--- config.mk ---
export PLATFORM = sky130hd
export DESIGN_NAME = ibex_csr_bank_flat
export DESIGN_NICKNAME = d
export VERILOG_FILES = /design/src/rtl/ibex_csr_bank_if.sv /design/src/rtl/ibex_csr_bank.sv /design/src/flat_wrapper.sv
export SDC_FILE = /design/constraint.sdc
export NUM_CORES = 1
export LEC_CHECK = 0
export ABC_CLOCK_PERIOD_IN_PS = 5350
export CAP_MARGIN = 25
export CORE_MARGIN = 2
export CORE_UTILIZATION = 32
export DETAILED_ROUTE_END_ITERATION = 16
export PLACE_DENSITY = 0.55
export SETUP_SLACK_MARGIN = 0.1
export SYNTH_ARGS = -nofsm -noshare
export SYNTH_HDL_FRONTEND = slang
export SYNTH_SLANG_ARGS = --single-unit
--- constraint.sdc ---
create_clock -name clk_i -period 5.35 [get_ports clk_i]
set_input_delay 1.605 -clock clk_i [delete_from_list [all_inputs] [get_ports clk_i]]
set_output_delay 1.605 -clock clk_i [all_outputs]
set_load 0.005 [all_outputs]
--- src/rtl/ibex_csr_bank_if.sv ---
// Decoder-side port bundle for ibex_csr_bank: one write port, one read port,
// lock request and the status flags returned to the CSR decoder.
interface ibex_csr_bank_if #(
    parameter int Width   = 32,
    parameter int NumRegs = 4
) ();
    localparam int AddrW = (NumRegs > 1) ? $clog2(NumRegs) : 1;

    logic             wr_en_i;
    logic [AddrW-1:0] wr_addr_i;
    logic [Width-1:0] wr_data_i;
    logic             arm_i;
    logic             lock_set_i;
    logic [AddrW-1:0] rd_addr_i;
    logic [Width-1:0] rd_data_o;
    logic             rd_error_o;
    logic             wr_error_o;
    logic             err_sticky_o;
    logic             locked_o;

    modport master (
        output wr_en_i, wr_addr_i, wr_data_i, arm_i, lock_set_i, rd_addr_i,
        input  rd_data_o, rd_error_o, wr_error_o, err_sticky_o, locked_o
    );

    modport slave (
        input  wr_en_i, wr_addr_i, wr_data_i, arm_i, lock_set_i, rd_addr_i,
        output rd_data_o, rd_error_o, wr_error_o, err_sticky_o, locked_o
    );
endinterface

--- src/rtl/ibex_csr_bank.sv ---
// Bank of NumRegs CSRs with write masks, armed auto-clear, sticky lock.
// Define IBEX_CSR_BANK_SHADOW_EN to build inverted shadow copies with tamper detection.
module ibex_csr_bank #(
    parameter int                         Width       = 32,
    parameter int                         NumRegs     = 4,
    parameter logic [NumRegs*Width-1:0]   ResetValue  = '0,
    parameter logic [NumRegs*Width-1:0]   WriteMask   = '1,
    parameter logic [NumRegs*Width-1:0]   AutoClrMask = '0,
    parameter logic [NumRegs-1:0]         LockMask    = '0
) (
    input  logic             clk_i,
    input  logic             rst_i,
    ibex_csr_bank_if.slave   bus
);
    localparam int AddrW = (NumRegs > 1) ? $clog2(NumRegs) : 1;

    typedef enum logic {
        AC_IDLE = 1'b0,
        AC_PEND = 1'b1
    } ac_state_e;

    ac_state_e                      ac_q [NumRegs];
    ac_state_e                      ac_d [NumRegs];
    logic [NumRegs-1:0][Width-1:0]  reg_q;
    logic [NumRegs-1:0][Width-1:0]  reg_d;
    logic                           lock_q;
    logic                           lock_d;
    logic                           wr_error_q;
    logic                           wr_error_d;
    logic [NumRegs-1:0]             wr_hit_s;
    logic [NumRegs-1:0]             rd_sel_s;
    logic                           rd_in_range_s;
    logic [Width-1:0]               rd_data_s;

    function automatic logic [Width-1:0] masked_merge(
        input logic [Width-1:0] old_val,
        input logic [Width-1:0] new_val,
        input logic [Width-1:0] mask
    );
        return (old_val & ~mask) | (new_val & mask);
    endfunction

    // Write decode: out-of-range addresses never hit, so they fall through to rejection.
    always_comb begin
        for (int i = 0; i < NumRegs; i++) begin
            wr_hit_s[i] = bus.wr_en_i && (bus.wr_addr_i == AddrW'(i)) &&
                          !(lock_q && LockMask[i]);
        end
        wr_error_d = bus.wr_en_i && (wr_hit_s == {NumRegs{1'b0}});
        lock_d     = lock_q | bus.lock_set_i;
    end

    // Per-register next value and auto-clear state; lock never blocks a pending clear.
    always_comb begin
        for (int i = 0; i < NumRegs; i++) begin
            reg_d[i] = reg_q[i];
            ac_d[i]  = AC_IDLE;
            case (ac_q[i])
                AC_IDLE: begin
                    if (wr_hit_s[i]) begin
                        reg_d[i] = masked_merge(reg_q[i], bus.wr_data_i,
                                                WriteMask[i*Width +: Width]);
                        if (bus.arm_i && ((bus.wr_data_i & WriteMask[i*Width +: Width] &
                                           AutoClrMask[i*Width +: Width]) != {Width{1'b0}})) begin
                            ac_d[i] = AC_PEND;
                        end else begin
                            ac_d[i] = AC_IDLE;
                        end
                    end else begin
                        reg_d[i] = reg_q[i];
                    end
                end
                AC_PEND: begin
                    if (wr_hit_s[i]) begin
                        reg_d[i] = masked_merge(reg_q[i],
                                                bus.wr_data_i & ~AutoClrMask[i*Width +: Width],
                                                WriteMask[i*Width +: Width]);
                    end else begin
                        reg_d[i] = reg_q[i] & ~AutoClrMask[i*Width +: Width];
                    end
                    ac_d[i] = AC_IDLE;
                end
                default: begin
                    reg_d[i] = reg_q[i];
                    ac_d[i]  = AC_IDLE;
                end
            endcase
        end
    end

    // Register array, auto-clear state, lock and write-error flag.
    always_ff @(posedge clk_i or posedge rst_i) begin
        if (rst_i) begin
            for (int i = 0; i < NumRegs; i++) begin
                reg_q[i] <= ResetValue[i*Width +: Width];
                ac_q[i]  <= AC_IDLE;
            end
            lock_q     <= 1'b0;
            wr_error_q <= 1'b0;
        end else begin
            for (int i = 0; i < NumRegs; i++) begin
                reg_q[i] <= reg_d[i];
                ac_q[i]  <= ac_d[i];
            end
            lock_q     <= lock_d;
            wr_error_q <= wr_error_d;
        end
    end

    // One-hot read select; an unmatched address yields zero data.
    always_comb begin
        rd_data_s = {Width{1'b0}};
        for (int i = 0; i < NumRegs; i++) begin
            rd_sel_s[i] = (bus.rd_addr_i == AddrW'(i));
            rd_data_s   = rd_data_s | ({Width{rd_sel_s[i]}} & reg_q[i]);
        end
        rd_in_range_s = |rd_sel_s;
    end

`ifdef IBEX_CSR_BANK_SHADOW_EN
    logic [NumRegs-1:0][Width-1:0]  shadow_q;
    logic [NumRegs-1:0][Width-1:0]  shadow_d;
    logic [NumRegs-1:0]             reg_upd_s;
    logic [NumRegs-1:0]             mismatch_s;
    logic                           err_sticky_q;
    logic                           err_sticky_d;

    // Shadow follows the inverted next value only when the register itself is updated.
    always_comb begin
        for (int i = 0; i < NumRegs; i++) begin
            reg_upd_s[i]  = wr_hit_s[i] || (ac_q[i] == AC_PEND);
            shadow_d[i]   = reg_upd_s[i] ? ~reg_d[i] : shadow_q[i];
            mismatch_s[i] = (reg_q[i] != ~shadow_q[i]);
        end
        err_sticky_d = err_sticky_q | (|mismatch_s);
    end

    // Shadow storage and sticky tamper flag.
    always_ff @(posedge clk_i or posedge rst_i) begin
        if (rst_i) begin
            for (int i = 0; i < NumRegs; i++) begin
                shadow_q[i] <= ~ResetValue[i*Width +: Width];
            end
            err_sticky_q <= 1'b0;
        end else begin
            shadow_q     <= shadow_d;
            err_sticky_q <= err_sticky_d;
        end
    end

    assign bus.rd_error_o   = !rd_in_range_s || ((rd_sel_s & mismatch_s) != {NumRegs{1'b0}});
    assign bus.err_sticky_o = err_sticky_q;
`else
    assign bus.rd_error_o   = !rd_in_range_s;
    assign bus.err_sticky_o = 1'b0;
`endif

    assign bus.rd_data_o  = rd_data_s;
    assign bus.wr_error_o = wr_error_q;
    assign bus.locked_o   = lock_q;

endmodule

--- src/flat_wrapper.sv ---
// flat-port wrapper written by rule: the top's interface ports become plain ports
module ibex_csr_bank_flat 
#(
    parameter int                         Width       = 32,
    parameter int                         NumRegs     = 4,
    parameter logic [NumRegs*Width-1:0]   ResetValue  = '0,
    parameter logic [NumRegs*Width-1:0]   WriteMask   = '1,
    parameter logic [NumRegs*Width-1:0]   AutoClrMask = '0,
    parameter logic [NumRegs-1:0]         LockMask    = '0
)
  (clk_i, rst_i, bus_wr_en_i, bus_wr_addr_i, bus_wr_data_i, bus_arm_i, bus_lock_set_i, bus_rd_addr_i, bus_rd_data_o, bus_rd_error_o, bus_wr_error_o, bus_err_sticky_o, bus_locked_o);
  ibex_csr_bank_if #(.Width(Width), .NumRegs(NumRegs)) bus_i ();
  input  logic clk_i;
  input  logic rst_i;
  input wire logic [$bits(bus_i.wr_en_i)-1:0] bus_wr_en_i;
  input wire logic [$bits(bus_i.wr_addr_i)-1:0] bus_wr_addr_i;
  input wire logic [$bits(bus_i.wr_data_i)-1:0] bus_wr_data_i;
  input wire logic [$bits(bus_i.arm_i)-1:0] bus_arm_i;
  input wire logic [$bits(bus_i.lock_set_i)-1:0] bus_lock_set_i;
  input wire logic [$bits(bus_i.rd_addr_i)-1:0] bus_rd_addr_i;
  output wire logic [$bits(bus_i.rd_data_o)-1:0] bus_rd_data_o;
  output wire logic [$bits(bus_i.rd_error_o)-1:0] bus_rd_error_o;
  output wire logic [$bits(bus_i.wr_error_o)-1:0] bus_wr_error_o;
  output wire logic [$bits(bus_i.err_sticky_o)-1:0] bus_err_sticky_o;
  output wire logic [$bits(bus_i.locked_o)-1:0] bus_locked_o;
  assign bus_i.wr_en_i = bus_wr_en_i;
  assign bus_i.wr_addr_i = bus_wr_addr_i;
  assign bus_i.wr_data_i = bus_wr_data_i;
  assign bus_i.arm_i = bus_arm_i;
  assign bus_i.lock_set_i = bus_lock_set_i;
  assign bus_i.rd_addr_i = bus_rd_addr_i;
  assign bus_rd_data_o = bus_i.rd_data_o;
  assign bus_rd_error_o = bus_i.rd_error_o;
  assign bus_wr_error_o = bus_i.wr_error_o;
  assign bus_err_sticky_o = bus_i.err_sticky_o;
  assign bus_locked_o = bus_i.locked_o;
  ibex_csr_bank #(.Width(Width), .NumRegs(NumRegs), .ResetValue(ResetValue), .WriteMask(WriteMask), .AutoClrMask(AutoClrMask), .LockMask(LockMask)) u_core (.clk_i(clk_i), .rst_i(rst_i), .bus(bus_i));
endmodule
==> results.ini, run 1 <==
[clocking]
htree_levels=4
cts_resized=0
cts_hold_buf=0
post_cts_buffers=0
cts_root_buf=clkbuf_16
clock-sinks=130
cts_tree=yes
clk_latency_ps=420
clk_path_buf_depth=2
clk_pin_slew_ps=60
numCtsBuffers=17

[synthesis]
ys_ff_latch=130
synthSimpleGateAreaFrac_pct=0.694
synth_area_leader_cell=dfrtp_1
synth_xor_area_share_pct=0
muxShareOfSynthArea_pct=38.7
avgSynthCellArea_um2=17.5
ys_seq_area_share_pct=58.2
synth_top_family_by_area=multiplexers
ys_types=11
netlist.area_leader.share_pct=58.2
netlist_instances=319
syn-cell-area_um2=5590
synth_compound_area_share_pct=0
synth-adder-area-share_pct=0
ys_warn_count=0
synth_area_leaders=dfrtp_1 (58%), mux2_2 (26%), mux4_2 (13%)

[detailed_routing]
wl_met1_mm=5.46
postRouteAntennaNets=0
routed-wl-met2_mm=5.67
highest_layer=met4
route.detailed.drc=0
wirelength_mm=11.7
drtPass1Iterations=6
via_count=3085
wl_per_cell_um=18.4
first_iter_violations=148
wl_met3_um=441
via_per_inst=4.84

[floorplanning]
fp-row-count=48
die_h_um=136
dieArea_um2=18500
ios=77
fp.dieW_um=136
initial_utilization_pct=32.5
fp.coreArea_um2=17200

[worst_setup_path]
r2r_slack_ps=4580
rr_startpoint=u_core.reg_q[67]
cp-startpoint=bus_rd_addr_i[1]
cp_max_fo=32
rr_endpoint=u_core.reg_q[67]
crit_end=bus_rd_data_o[4]
required_ps=3740
critPathArrivalTime_ps=3050
rr_worst_depth=1
startpoint_type=input port
crit_type=input port to output port
cp-end-kind=output port

[power]
ir_worst_vdd_mv=0.229
p_per_area_nw_per_um2=416
leakage_uw=0.00295

[finish]
nFillCells=1608
nNetsFinal=440
multi_input_area_um2=2220
n_antenna_cell=0
area_growth_pct=28.9
final-seq-area_um2=3250
utilization_pct=42.0
drive_above_1_share_pct=50.0

[global_routing]
antenna_found_initial=0
grt_max_degree=131
grt_pass1_vias=3434
track_usage_pct=13.9
grt.overflow.total=0
grt_pass1_wl_mm=19.0

[sta]
max_slew_margin_pct=41.5
tns_ps=0
slew_viol_final=0
final.period_utilization_pct=87.0
rsz0062_at_grt=false
finClkSkew_ps=0
max_freq_mhz=215
period_minus_slack_ps=4650
tightest_slew_ps=875
setup_viol=0
finalHoldViolCount=0

[place]
routabilityCongestion=0.637
port_buffers=73
dp_hpwl_mm=6.94

[worst_hold_path]
holdPathStages=1
hold_start=u_core.bus.locked_o
hold_class=flop to flop

[status]
status=finished, final reports clean

[job]
drv_cap=0

-- registers in the layout (all words and copies together) (netlist names) --
name / flops
u_core.bus.locked_o: 1
u_core.bus.wr_error_o: 1
u_core.reg_q: 128
-- worst min-delay path by stage --
stage,to
final,u_core.bus.locked_o
after global placement,u_core.bus.locked_o
after CTS,u_core.bus.locked_o
after detailed placement,u_core.bus.locked_o
after floorplan,u_core.bus.locked_o
after global routing,u_core.bus.locked_o
-- kinds of logic (layout without fill, tap and decap cells) --
logic type / count (synthesis) / after routing
other cells: 1 / 3
simple gates: 5 / 5
buf+inv: 23 / 114
flops: 130 / 130
mux: 160 / 160
-- cell usage after synthesis --
| cell type | n |
|---|---|
| mux4_2 | 32 |
| dfrtp_1 | 130 |
| or2_2 | 1 |
| conb_1 | 1 |
| nor3b_2 | 1 |
| mux2_2 | 128 |
| buf_4 | 7 |
| inv_1 | 1 |
| buf_2 | 15 |
| nand3_1 | 1 |
| nand3b_1 | 2 |
-- metrics by stage --
stage	hold WS [ps]	cells	cell area (µm²)	worst slack (ps)	power, µW
final	465	637	7210	696	3000
after CTS	471	637	7210	666	3040
after floorplan	462	321	5600	276	1560
after global routing	489	637	7210	625	3140
after global placement	448	605	6570	663	1770
after detailed placement	453	605	6570	675	1790
-- cell type report --
class	count	area share, %
clock inverter	13	2.54
timing repair buffer	81	11.2
sequential	130	45.1
inverter	1	0.0868
clock buffer	19	6.29
multi-input combinational	168	30.9
tap	225	3.91
-- cells in the final DEF, fill, tap and decap left out --
| master | count |
|---|---|
| buf_2 | 2 |
| clkdlybuf4s50_1 | 71 |
| clkbuf_16 | 17 |
| dfrtp_1 | 130 |
| clkinvlp_4 | 1 |
| inv_4 | 1 |
| nor3b_4 | 1 |
| buf_4 | 6 |
| mux4_2 | 32 |
| or2_2 | 1 |
| mux2_2 | 128 |
| inv_6 | 1 |
| buf_12 | 2 |
| bufinv_16 | 4 |
| clkbuf_8 | 2 |
| conb_1 | 3 |
| clkinv_2 | 4 |
| nand3b_1 | 2 |
| clkinv_4 | 3 |
| nand3_2 | 1 |
-- where the power goes --
part           internal [µW]  switching (µW)
Sequential              1170            83.9
Combinational            353             162
Clock                    804             427
Total                   2320             673
-- worst max-delay path, cell delays in order --
cell and delay [ps]:
buf_2 110, buf_12 270, mux4_2 580, clkdlybuf4s50_1 470
-- metal layers --
layer  vias to the layer above  track usage [%]
li1                       1359                -
met1                      1649             18.5
met2                        62             21.2
met3                        15             4.51
met4                         0             5.27
met5                         -                0
Note: power is estimated with default switching activity, not from simulation.
==> run 2, diff against run 1 <==
--- a/config.mk
+++ b/config.mk
@@ -12,6 +12,7 @@
 export DETAILED_ROUTE_END_ITERATION = 16
 export PLACE_DENSITY = 0.55
 export SETUP_SLACK_MARGIN = 0.1
+export SLEW_MARGIN = 30
 export SYNTH_ARGS = -nofsm -noshare
 export SYNTH_HDL_FRONTEND = slang
 export SYNTH_SLANG_ARGS = --single-unit
==> results of run 2 <==
No change in the layout: final DEF, timing and power equal those of run 1.
==> run 3, diff against run 2 <==
--- a/config.mk
+++ b/config.mk
@@ -5,12 +5,14 @@
 export SDC_FILE = /design/constraint.sdc
 export NUM_CORES = 1
 export LEC_CHECK = 0
-export ABC_CLOCK_PERIOD_IN_PS = 5350
+export ABC_CLOCK_PERIOD_IN_PS = 5250
 export CAP_MARGIN = 25
 export CORE_MARGIN = 2
 export CORE_UTILIZATION = 32
 export DETAILED_ROUTE_END_ITERATION = 16
-export PLACE_DENSITY = 0.55
+export GPL_TIMING_DRIVEN = 0
+export HOLD_SLACK_MARGIN = 0.12
+export PLACE_DENSITY = 0.53
 export SETUP_SLACK_MARGIN = 0.1
 export SLEW_MARGIN = 30
 export SYNTH_ARGS = -nofsm -noshare
==> constraint.sdc (replaced) <==
create_clock -name clk_i -period 5.25 [get_ports clk_i]
set_input_delay 1.575 -clock clk_i [delete_from_list [all_inputs] [get_ports clk_i]]
set_output_delay 1.575 -clock clk_i [all_outputs]
set_load 0.005 [all_outputs]
==> results.ini, run 3 (same netlist as run 1, synthesis figures left out) <==
[finish]
fin_cells=648
final-seq-area_um2=3250
area_growth_pct=28.1
nFillCells=1601
final_area_um2=7160
regMostFlops=u_core.reg_q
largest_reg_flops=128
n_antenna_cell=0
multi_input_area_um2=2210
layout_commonest_cell=dfrtp_1
nNetsFinal=453
drive_above_1_share_pct=50.4
utilization_pct=41.7
mostFrequentLayoutCells=dfrtp_1 (130), mux2_2 (128), clkdlybuf4s50_1 (71), mux4_2 (32), clkbuf_16 (17)

[sta]
tns_ps=0
final.period_utilization_pct=91.4
finalHoldViolCount=0
max_freq_mhz=208
rsz0062_at_grt=false
finClkSkew_ps=0
slew_viol_final=0
setup_viol=0
period_minus_slack_ps=4800
holdWs_ps=471

[power]
ir_worst_vdd_mv=0.223
p_per_area_nw_per_um2=400
leakage_uw=0.00294

[worst_hold_path]
min_to=u_core.bus.locked_o
hold_class=flop to flop
holdPathStages=1
hold_start=u_core.bus.locked_o

[global_routing]
grt_pass1_vias=3397
track_usage_pct=14.0
grt_max_degree=71
grt_pass1_wl_mm=19.1
antenna_found_initial=0
grt.overflow.total=0

[worst_setup_path]
rr_endpoint=u_core.reg_q[44]
required_ps=3680
critPathArrivalTime_ps=3230
crit_type=input port to output port
startpoint_type=input port
rr_worst_depth=1
r2r_slack_ps=4480
rr_startpoint=u_core.reg_q[44]
cp_max_fo=10
cp-end-kind=output port

[floorplanning]
initial_utilization_pct=32.5
fp.dieW_um=136
fp-row-count=48
dieArea_um2=18500
die_h_um=136
fp.coreArea_um2=17200
ios=77

[detailed_routing]
first_iter_violations=151
postRouteAntennaNets=0
via_count=3118
route.detailed.drc=0
drtPass1Iterations=4
wl_per_cell_um=18.4
via_per_inst=4.81
wirelength_mm=11.9

[job]
drv_cap=0

[clocking]
cts_tree=yes
clk_latency_ps=410
numCtsBuffers=17
clock-sinks=130
clk_path_buf_depth=2
post_cts_buffers=0
cts_hold_buf=0
clk_pin_slew_ps=50
cts_root_buf=clkbuf_16
htree_levels=4
cts_resized=0

[place]
routabilityCongestion=0.669
port_buffers=71
dp_hpwl_mm=7.68
placed_cell_area_um2=6620
dp_cells=618

[status]
status=finished, final reports clean

==> run 3: worst max-delay path: stages <==
cell and delay (ps):
buf_2 190, buf_4 260, buf_2 340, mux4_2 380, clkdlybuf4s50_1 470
==> run 3: metal layers <==
layer	vias up	part of all wire (%)	track usage, %
li1	1379	-	-
met1	1667	46	18.5
met2	64	47	21.6
met3	8	5.3	4.96
met4	0	0.76	4.28
met5	-	0	0
==> run 3: area by class of cell <==
class	instances	area share (%)
clock inverter	5	0.385
buffer	22	1.78
clock buffer	25	7.06
sequential	130	45.5
inverter	1	0.157
timing repair buffer	72	10.3
tap	225	3.93
multi-input combinational	168	30.9
==> run 3: how the worst max path moves through the flow <==
stage / startpoint / endpoint / slack [ps] / depth (start not counted)
after floorplan: rst_i / u_core.bus.locked_o / 210 / 1
after global routing: bus_rd_addr_i[1] / bus_rd_data_o[19] / 370 / 4
final: bus_rd_addr_i[0] / bus_rd_data_o[13] / 450 / 5
after global placement: rst_i / u_core.bus.locked_o / -1500 / 2
after CTS: bus_rd_addr_i[1] / bus_rd_data_o[23] / 420 / 4
after detailed placement: bus_rd_addr_i[1] / bus_rd_data_o[23] / 420 / 4
==> run 3: where the power goes <==
part | switching (µW) | total [µW] | internal (µW)
sequential | 86.0 | 1280 | 1190
clock | 403 | 1060 | 657
combinational | 167 | 528 | 361
total | 656 | 2860 | 2210
==> run 3: stage by stage <==
step / power (µW) / worst slack, ps
finish: 2860 / 449
global route: 3010 / 369
CTS: 2900 / 417
detailed placement: 1830 / 422
global placement: 1800 / -1500
floorplan: 1590 / 206
